==> config.mk <==
export PLATFORM = sky130hd
export DESIGN_NAME = xor_vector_gate
export DESIGN_NICKNAME = d
export VERILOG_FILES = /design/src/rtl/xor_vector_gate.sv
export SDC_FILE = /design/constraint.sdc
export NUM_CORES = 1
export LEC_CHECK = 0
export ABC_AREA = 1
export ABC_CLOCK_PERIOD_IN_PS = 2900
export CORE_MARGIN = 3
export CORE_UTILIZATION = 39
export CTS_CLUSTER_DIAMETER = 60
export DETAILED_ROUTE_END_ITERATION = 8
export PLACE_DENSITY = 0.58
export SLEW_MARGIN = 20
export SYNTH_ARGS = -nofsm -noshare
export SYNTH_HDL_FRONTEND = slang
export SYNTH_SLANG_ARGS = --single-unit
==> constraint.sdc <==
create_clock -name CLK -period 2.9 [get_ports CLK]
set_input_delay 0.58 -clock CLK [delete_from_list [all_inputs] [get_ports CLK]]
set_output_delay 0.58 -clock CLK [all_outputs]
set_load 0.02 [all_outputs]
==> src/rtl/xor_vector_gate.sv <==
// ============================================================================
// xor_vector_gate
// ----------------------------------------------------------------------------
// Sequenced element-wise XOR of two operand vectors. The block requests one
// A/B element pair at a time from upstream producers (DATA_ENABLE). It accepts
// the two operand streams independently, in any order. It returns one
// registered XOR result per element with a one-cycle strobe, and it pulses
// READY once the whole vector has been processed.
//
// Ports
//   CLK               in   clock, all logic on the rising edge
//   RST               in   synchronous, active-high reset
//   START             in   start a vector operation (sampled only when idle)
//   READY             out  one-cycle pulse when a vector completes
//   SIZE_IN           in   element count, latched when START is accepted
//   DATA_A_IN_ENABLE  in   DATA_A_IN holds a valid element
//   DATA_B_IN_ENABLE  in   DATA_B_IN holds a valid element
//   DATA_A_IN         in   operand A element
//   DATA_B_IN         in   operand B element
//   DATA_ENABLE       out  request for the next A/B element pair
//   DATA_OUT_ENABLE   out  one-cycle strobe, DATA_OUT is valid
//   DATA_OUT          out  registered DATA_A_IN ^ DATA_B_IN
// ============================================================================
module xor_vector_gate #(
    parameter int DATA_SIZE    = 64,
    parameter int CONTROL_SIZE = 64
) (
    input  logic                    CLK,
    input  logic                    RST,

    input  logic                    START,
    output logic                    READY,

    input  logic [CONTROL_SIZE-1:0] SIZE_IN,

    input  logic                    DATA_A_IN_ENABLE,
    input  logic                    DATA_B_IN_ENABLE,
    input  logic [DATA_SIZE-1:0]    DATA_A_IN,
    input  logic [DATA_SIZE-1:0]    DATA_B_IN,

    output logic                    DATA_ENABLE,
    output logic                    DATA_OUT_ENABLE,
    output logic [DATA_SIZE-1:0]    DATA_OUT
);

    typedef enum logic [1:0] {
        STARTER = 2'd0,
        INPUT   = 2'd1,
        ENDER   = 2'd2
    } state_t;

    state_t                  state_reg;

    logic [CONTROL_SIZE-1:0] index_reg;
    logic [CONTROL_SIZE-1:0] size_reg;

    // Each operand is captured once per element. The flag marks it as held,
    // so that later enables for the same operand are ignored (first wins).
    logic                    flag_a_reg;
    logic                    flag_b_reg;
    logic [DATA_SIZE-1:0]    data_a_reg;
    logic [DATA_SIZE-1:0]    data_b_reg;

    logic                    ready_reg;
    logic                    data_enable_reg;
    logic                    data_out_enable_reg;
    logic [DATA_SIZE-1:0]    data_out_reg;

    // ------------------------------------------------------------------------
    // Operand selection: a pair completes in the same cycle that its last
    // operand arrives. A held operand takes priority over the live input.
    // ------------------------------------------------------------------------
    logic                    have_a;
    logic                    have_b;
    logic                    pair_done;
    logic                    last_element;
    logic [DATA_SIZE-1:0]    operand_a;
    logic [DATA_SIZE-1:0]    operand_b;
    logic [DATA_SIZE-1:0]    xor_word;

    assign have_a       = flag_a_reg | DATA_A_IN_ENABLE;
    assign have_b       = flag_b_reg | DATA_B_IN_ENABLE;
    assign pair_done    = have_a & have_b;
    assign operand_a    = flag_a_reg ? data_a_reg : DATA_A_IN;
    assign operand_b    = flag_b_reg ? data_b_reg : DATA_B_IN;
    assign last_element = (index_reg == (size_reg - CONTROL_SIZE'(1)));

    // Pure bitwise XOR, no carry chain between lanes.
    generate
        for (genvar gi = 0; gi < DATA_SIZE; gi++) begin : g_xor_lane
            assign xor_word[gi] = operand_a[gi] ^ operand_b[gi];
        end
    endgenerate

    // ------------------------------------------------------------------------
    // Control FSM and all registered outputs.
    // ------------------------------------------------------------------------
    always_ff @(posedge CLK) begin
        if (RST) begin
            state_reg           <= STARTER;
            index_reg           <= '0;
            size_reg            <= '0;
            flag_a_reg          <= 1'b0;
            flag_b_reg          <= 1'b0;
            data_a_reg          <= '0;
            data_b_reg          <= '0;
            ready_reg           <= 1'b0;
            data_enable_reg     <= 1'b0;
            data_out_enable_reg <= 1'b0;
            data_out_reg        <= '0;
        end else begin
            // READY and the output strobe are single-cycle pulses.
            ready_reg           <= 1'b0;
            data_out_enable_reg <= 1'b0;

            case (state_reg)
                STARTER: begin
                    if (START) begin
                        if (SIZE_IN != '0) begin
                            size_reg        <= SIZE_IN;
                            index_reg       <= '0;
                            data_enable_reg <= 1'b1;
                            state_reg       <= INPUT;
                        end else begin
                            // An empty vector completes immediately.
                            ready_reg <= 1'b1;
                        end
                    end
                end

                INPUT: begin
                    if (!flag_a_reg && DATA_A_IN_ENABLE) begin
                        data_a_reg <= DATA_A_IN;
                        flag_a_reg <= 1'b1;
                    end
                    if (!flag_b_reg && DATA_B_IN_ENABLE) begin
                        data_b_reg <= DATA_B_IN;
                        flag_b_reg <= 1'b1;
                    end
                    // The flag clears below override the sets above when the
                    // pair completes in the same cycle.
                    if (pair_done) begin
                        data_out_reg        <= xor_word;
                        data_out_enable_reg <= 1'b1;
                        data_enable_reg     <= 1'b0;
                        flag_a_reg          <= 1'b0;
                        flag_b_reg          <= 1'b0;
                        state_reg           <= ENDER;
                    end
                end

                ENDER: begin
                    if (last_element) begin
                        ready_reg <= 1'b1;
                        state_reg <= STARTER;
                    end else begin
                        index_reg       <= index_reg + CONTROL_SIZE'(1);
                        data_enable_reg <= 1'b1;
                        state_reg       <= INPUT;
                    end
                end

                default: begin
                    state_reg <= STARTER;
                end
            endcase
        end
    end

    assign READY           = ready_reg;
    assign DATA_ENABLE     = data_enable_reg;
    assign DATA_OUT_ENABLE = data_out_enable_reg;
    assign DATA_OUT        = data_out_reg;

endmodule
==> run_results.csv <==
group,metric,value,unit
synth,post_synth_xor_area_fraction,7.82,%
detailed_routing,detail_route.wl_per_cell,18.2,um
finish,final_layout_size_suffix_gt1_share,9.98,%
die,fp.coreArea,47900,um2
sta,finClkSkew,12.6,ps
clock_tree,postCtsHoldBufs,0,
detailed_routing,routed_wl,69.4,mm
clock_tree,clock_tree_from_tritoncts,"yes",
finish,finalInstanceArea,24700,um2
sta,final-max-slew-violation-count,0,
synth,synth_nets,3120,
finish,areaGrowthSynthToFinish,29.9,%
placed_design,pre_cts_slack,-51.7,ps
sta,finalHoldViolations,0,
detailed_routing,route.antenna.remaining_nets,0,
placed_design,postPlaceCellArea,22600,um2
detailed_routing,initialDrtViolationCount,1491,
clock_tree,ctsHtreeMaxLevel,2,
detailed_routing,drc_violations_left,0,
power,power.static_leakage,9.49,nW
synth,synth.cell_area,19000,um2
grt,first_global_vias,19500,
synth,synth_area_leaders,"dfxtp_1, nand2_1, o21ai_0, a21oi_1, inv_1",
finish,final_net_count,3364,
sta,finalSetupTns,0,ps
clock_tree,clk_latency,570,ps
detailed_routing,dr_total_vias,20300,
placed_design,dp.final_hpwl,50.2,mm
die,die_area,51400,um2
critical_path,critical_path_arrival,3280,ps
grt,grt_first_pass_wirelength,107,mm
clock_tree,cts.path.max_buffers,3,
grt,grt_remaining_overflow,0,
run,number_of_max_cap_violations,0,
synth,complex_gate_fraction_of_the_synthesized_area,18.5,%
synth,seq_area_frac_synth,34.5,%
die,start_util,39.6,%
critical_path,worstPathRequired,3400,ps
die,dieWidth,227,um
grt,maximum_number_of_pins_on_one_net_before_global_route_repair,131,
run_status,outcome,"finished, final reports clean",
sta,setup-violations-final,0,
grt,grt_util_all_layers,26.2,%
finish,layout.area.seq,6580,um2
critical_path,cp-start-kind,"register",
synth,synth_cells,2921,
finish,layout_common_cells,"nand2_1, inv_1, o21ai_0, dfxtp_1, clkdlybuf4s50_1",
finish,final.fill_count,4742,
clock_tree,register_clock_pin_slew_on_the_reported_worst_setup_and_hold_paths,60,ps
synth,area_fraction_in_and_or_nand_and_nor_cells_after_synthesis,28.7,%
sta,unrepaired_setup_endpoints_after_global_routing,"yes",
finish,final_common_cell,"nand2_1",
synth,synthAdderAreaFrac,0.132,%
die,row_count,80,
power,total_power_density_per_cell_area,522,nW/um2
sta,worstMarginPinSlew,765,ps
critical_path,crit_path_end_kind,"register",
synth,synth_largest_area_cell,"dfxtp_1",
clock_tree,root_buffer,"clkbuf_16",
synth,synth_top_family_by_area,"simple AND/OR/NAND/NOR gates",
sta,final_min_period_over_clock_period,96.0,%
die,dieHeight,227,um
synth,synth_cell_type_count,34,
sta,worst_slew_margin,49.0,%
clock_tree,cts-buffers-inserted,40,
finish,area_occupied_by_multi_input_gates,10800,um2
detailed_routing,drt_pre_antenna_iters,7,
synth,synth-seq-cells,327,
detailed_routing,via_density,5.33,
synth,synthMuxAreaShare,0,%
placed_design,port_buffers,263,
synth,synth.top_cell.area_share,34.5,%
sta,setup_slack,115,ps
sta,fmax,359,MHz
synth,ys.warnings.count,0,
sta,clock_period_minus_final_worst_setup_slack,2780,ps
die,ioPinCount,264,
power,power.ir.vdd_worst,0.473,mV
clock_tree,numClockSinks,327,
power,pnr_total_power,0.0129,W
grt,grt_antenna_before_repair,11,
critical_path,crit_fanout,9,
synth,post_synth.cell_area_avg,6.50,um2
min_path,hp-class,"in2reg",
placed_design,gp_congestion,0.943,
critical_path,timing.setup.critical_path_class,"reg2reg",
## final cells by class
type	count	share of cell area [%]
Multi-Input combinational cell	2088	44.0
Sequential cell	327	26.7
Timing Repair Buffer	371	15.2
Inverter	337	5.14
Clock buffer	51	4.51
Tap cell	615	3.12
Clock inverter	21	1.36
Antenna cell	5	0.0507
## timing repair
action | CTS | global route
setup endpoints to repair | 52 | 67
gates resized for setup | 0 | 128
pin swaps | 2 | 31
buffers inserted | 2 | 17
gates cloned | 0 | 7
## routing by layer
layer	vias up	GRT usage, %	routed length [um]
met5	-	0	107
met1	9468	33.0	29500
met4	16	8.31	2050
met3	127	6.46	4920
li1	10100	-	-
met2	598	44.2	32800
## critical path, cell delays in order, from the launching register on
cell       delay, ps
dfxtp_1          370
nor2_1           170
nand2_1          140
nor2_4           170
nand2_4          100
buf_4            150
nor2_2           130
buf_4            160
nand3_1           80
nand3_1          100
nand4_1          100
nor2_1           110
nand2_1          100
nor2_4           160
nand2_4          130
nand2_4          180
clkbuf_16        190
nand2_1           60
a21oi_1          120
## kinds of logic after synthesis
logic type      count (synthesis)
xor+xnor                      168
simple gates                 1262
fa+ha+maj                       2
compound gates                655
flops                         327
buf+inv                       507
## per-stage QoR
step | utilization (%) | hold slack (ps) | instances
after floorplan | - | 452 | 2921
after global placement | 47.1 | 446 | 3712
after detailed placement | 47.1 | 449 | 3712
after CTS | 50.1 | 241 | 3786
after global routing | 51.4 | 263 | 3810
final | 51.5 | 281 | 3815
## power by group
group,internal [W],switching (W)
sequential,0.00475,0.000249
clock,0.00337,0.00212
combinational,0.00102,0.00136
## final timing paths
path,from,endpoint,slack (ps),cells after the start
worst max-delay path,size_reg[13],index_reg[14],120,18
worst min-delay path,RST,size_reg[0],280,2
worst max register to register,size_reg[13],index_reg[14],120,18
worst min register to register,DATA_ENABLE,DATA_ENABLE,460,2
## Yosys cell counts
| master | instances |
|---|---|
| nor2_2 | 9 |
| nand4_1 | 46 |
| nand2_2 | 3 |
| and2_1 | 4 |
| xnor3_1 | 1 |
| o21ai_0 | 327 |
| ha_1 | 2 |
| dfxtp_1 | 327 |
| inv_2 | 1 |
| nor3b_1 | 2 |
| o22ai_1 | 1 |
| o21ai_1 | 2 |
| clkinv_1 | 3 |
| or3b_2 | 1 |
| buf_2 | 3 |
| nor2_1 | 299 |
| a311oi_1 | 64 |
| a21oi_1 | 261 |
| nand2_8 | 1 |
| buf_1 | 16 |
| nor3_1 | 42 |
| nand2_1 | 580 |
| nand3b_1 | 17 |
| nor4_1 | 23 |
| nor2_4 | 9 |
| or2_0 | 1 |
| xor2_1 | 87 |
| nand2_4 | 1 |
| buf_4 | 3 |
| inv_1 | 333 |
| xnor2_1 | 80 |
| nand3_1 | 224 |
| clkbuf_1 | 141 |
| buf_6 | 7 |
(Power assumes the default switching activity.)
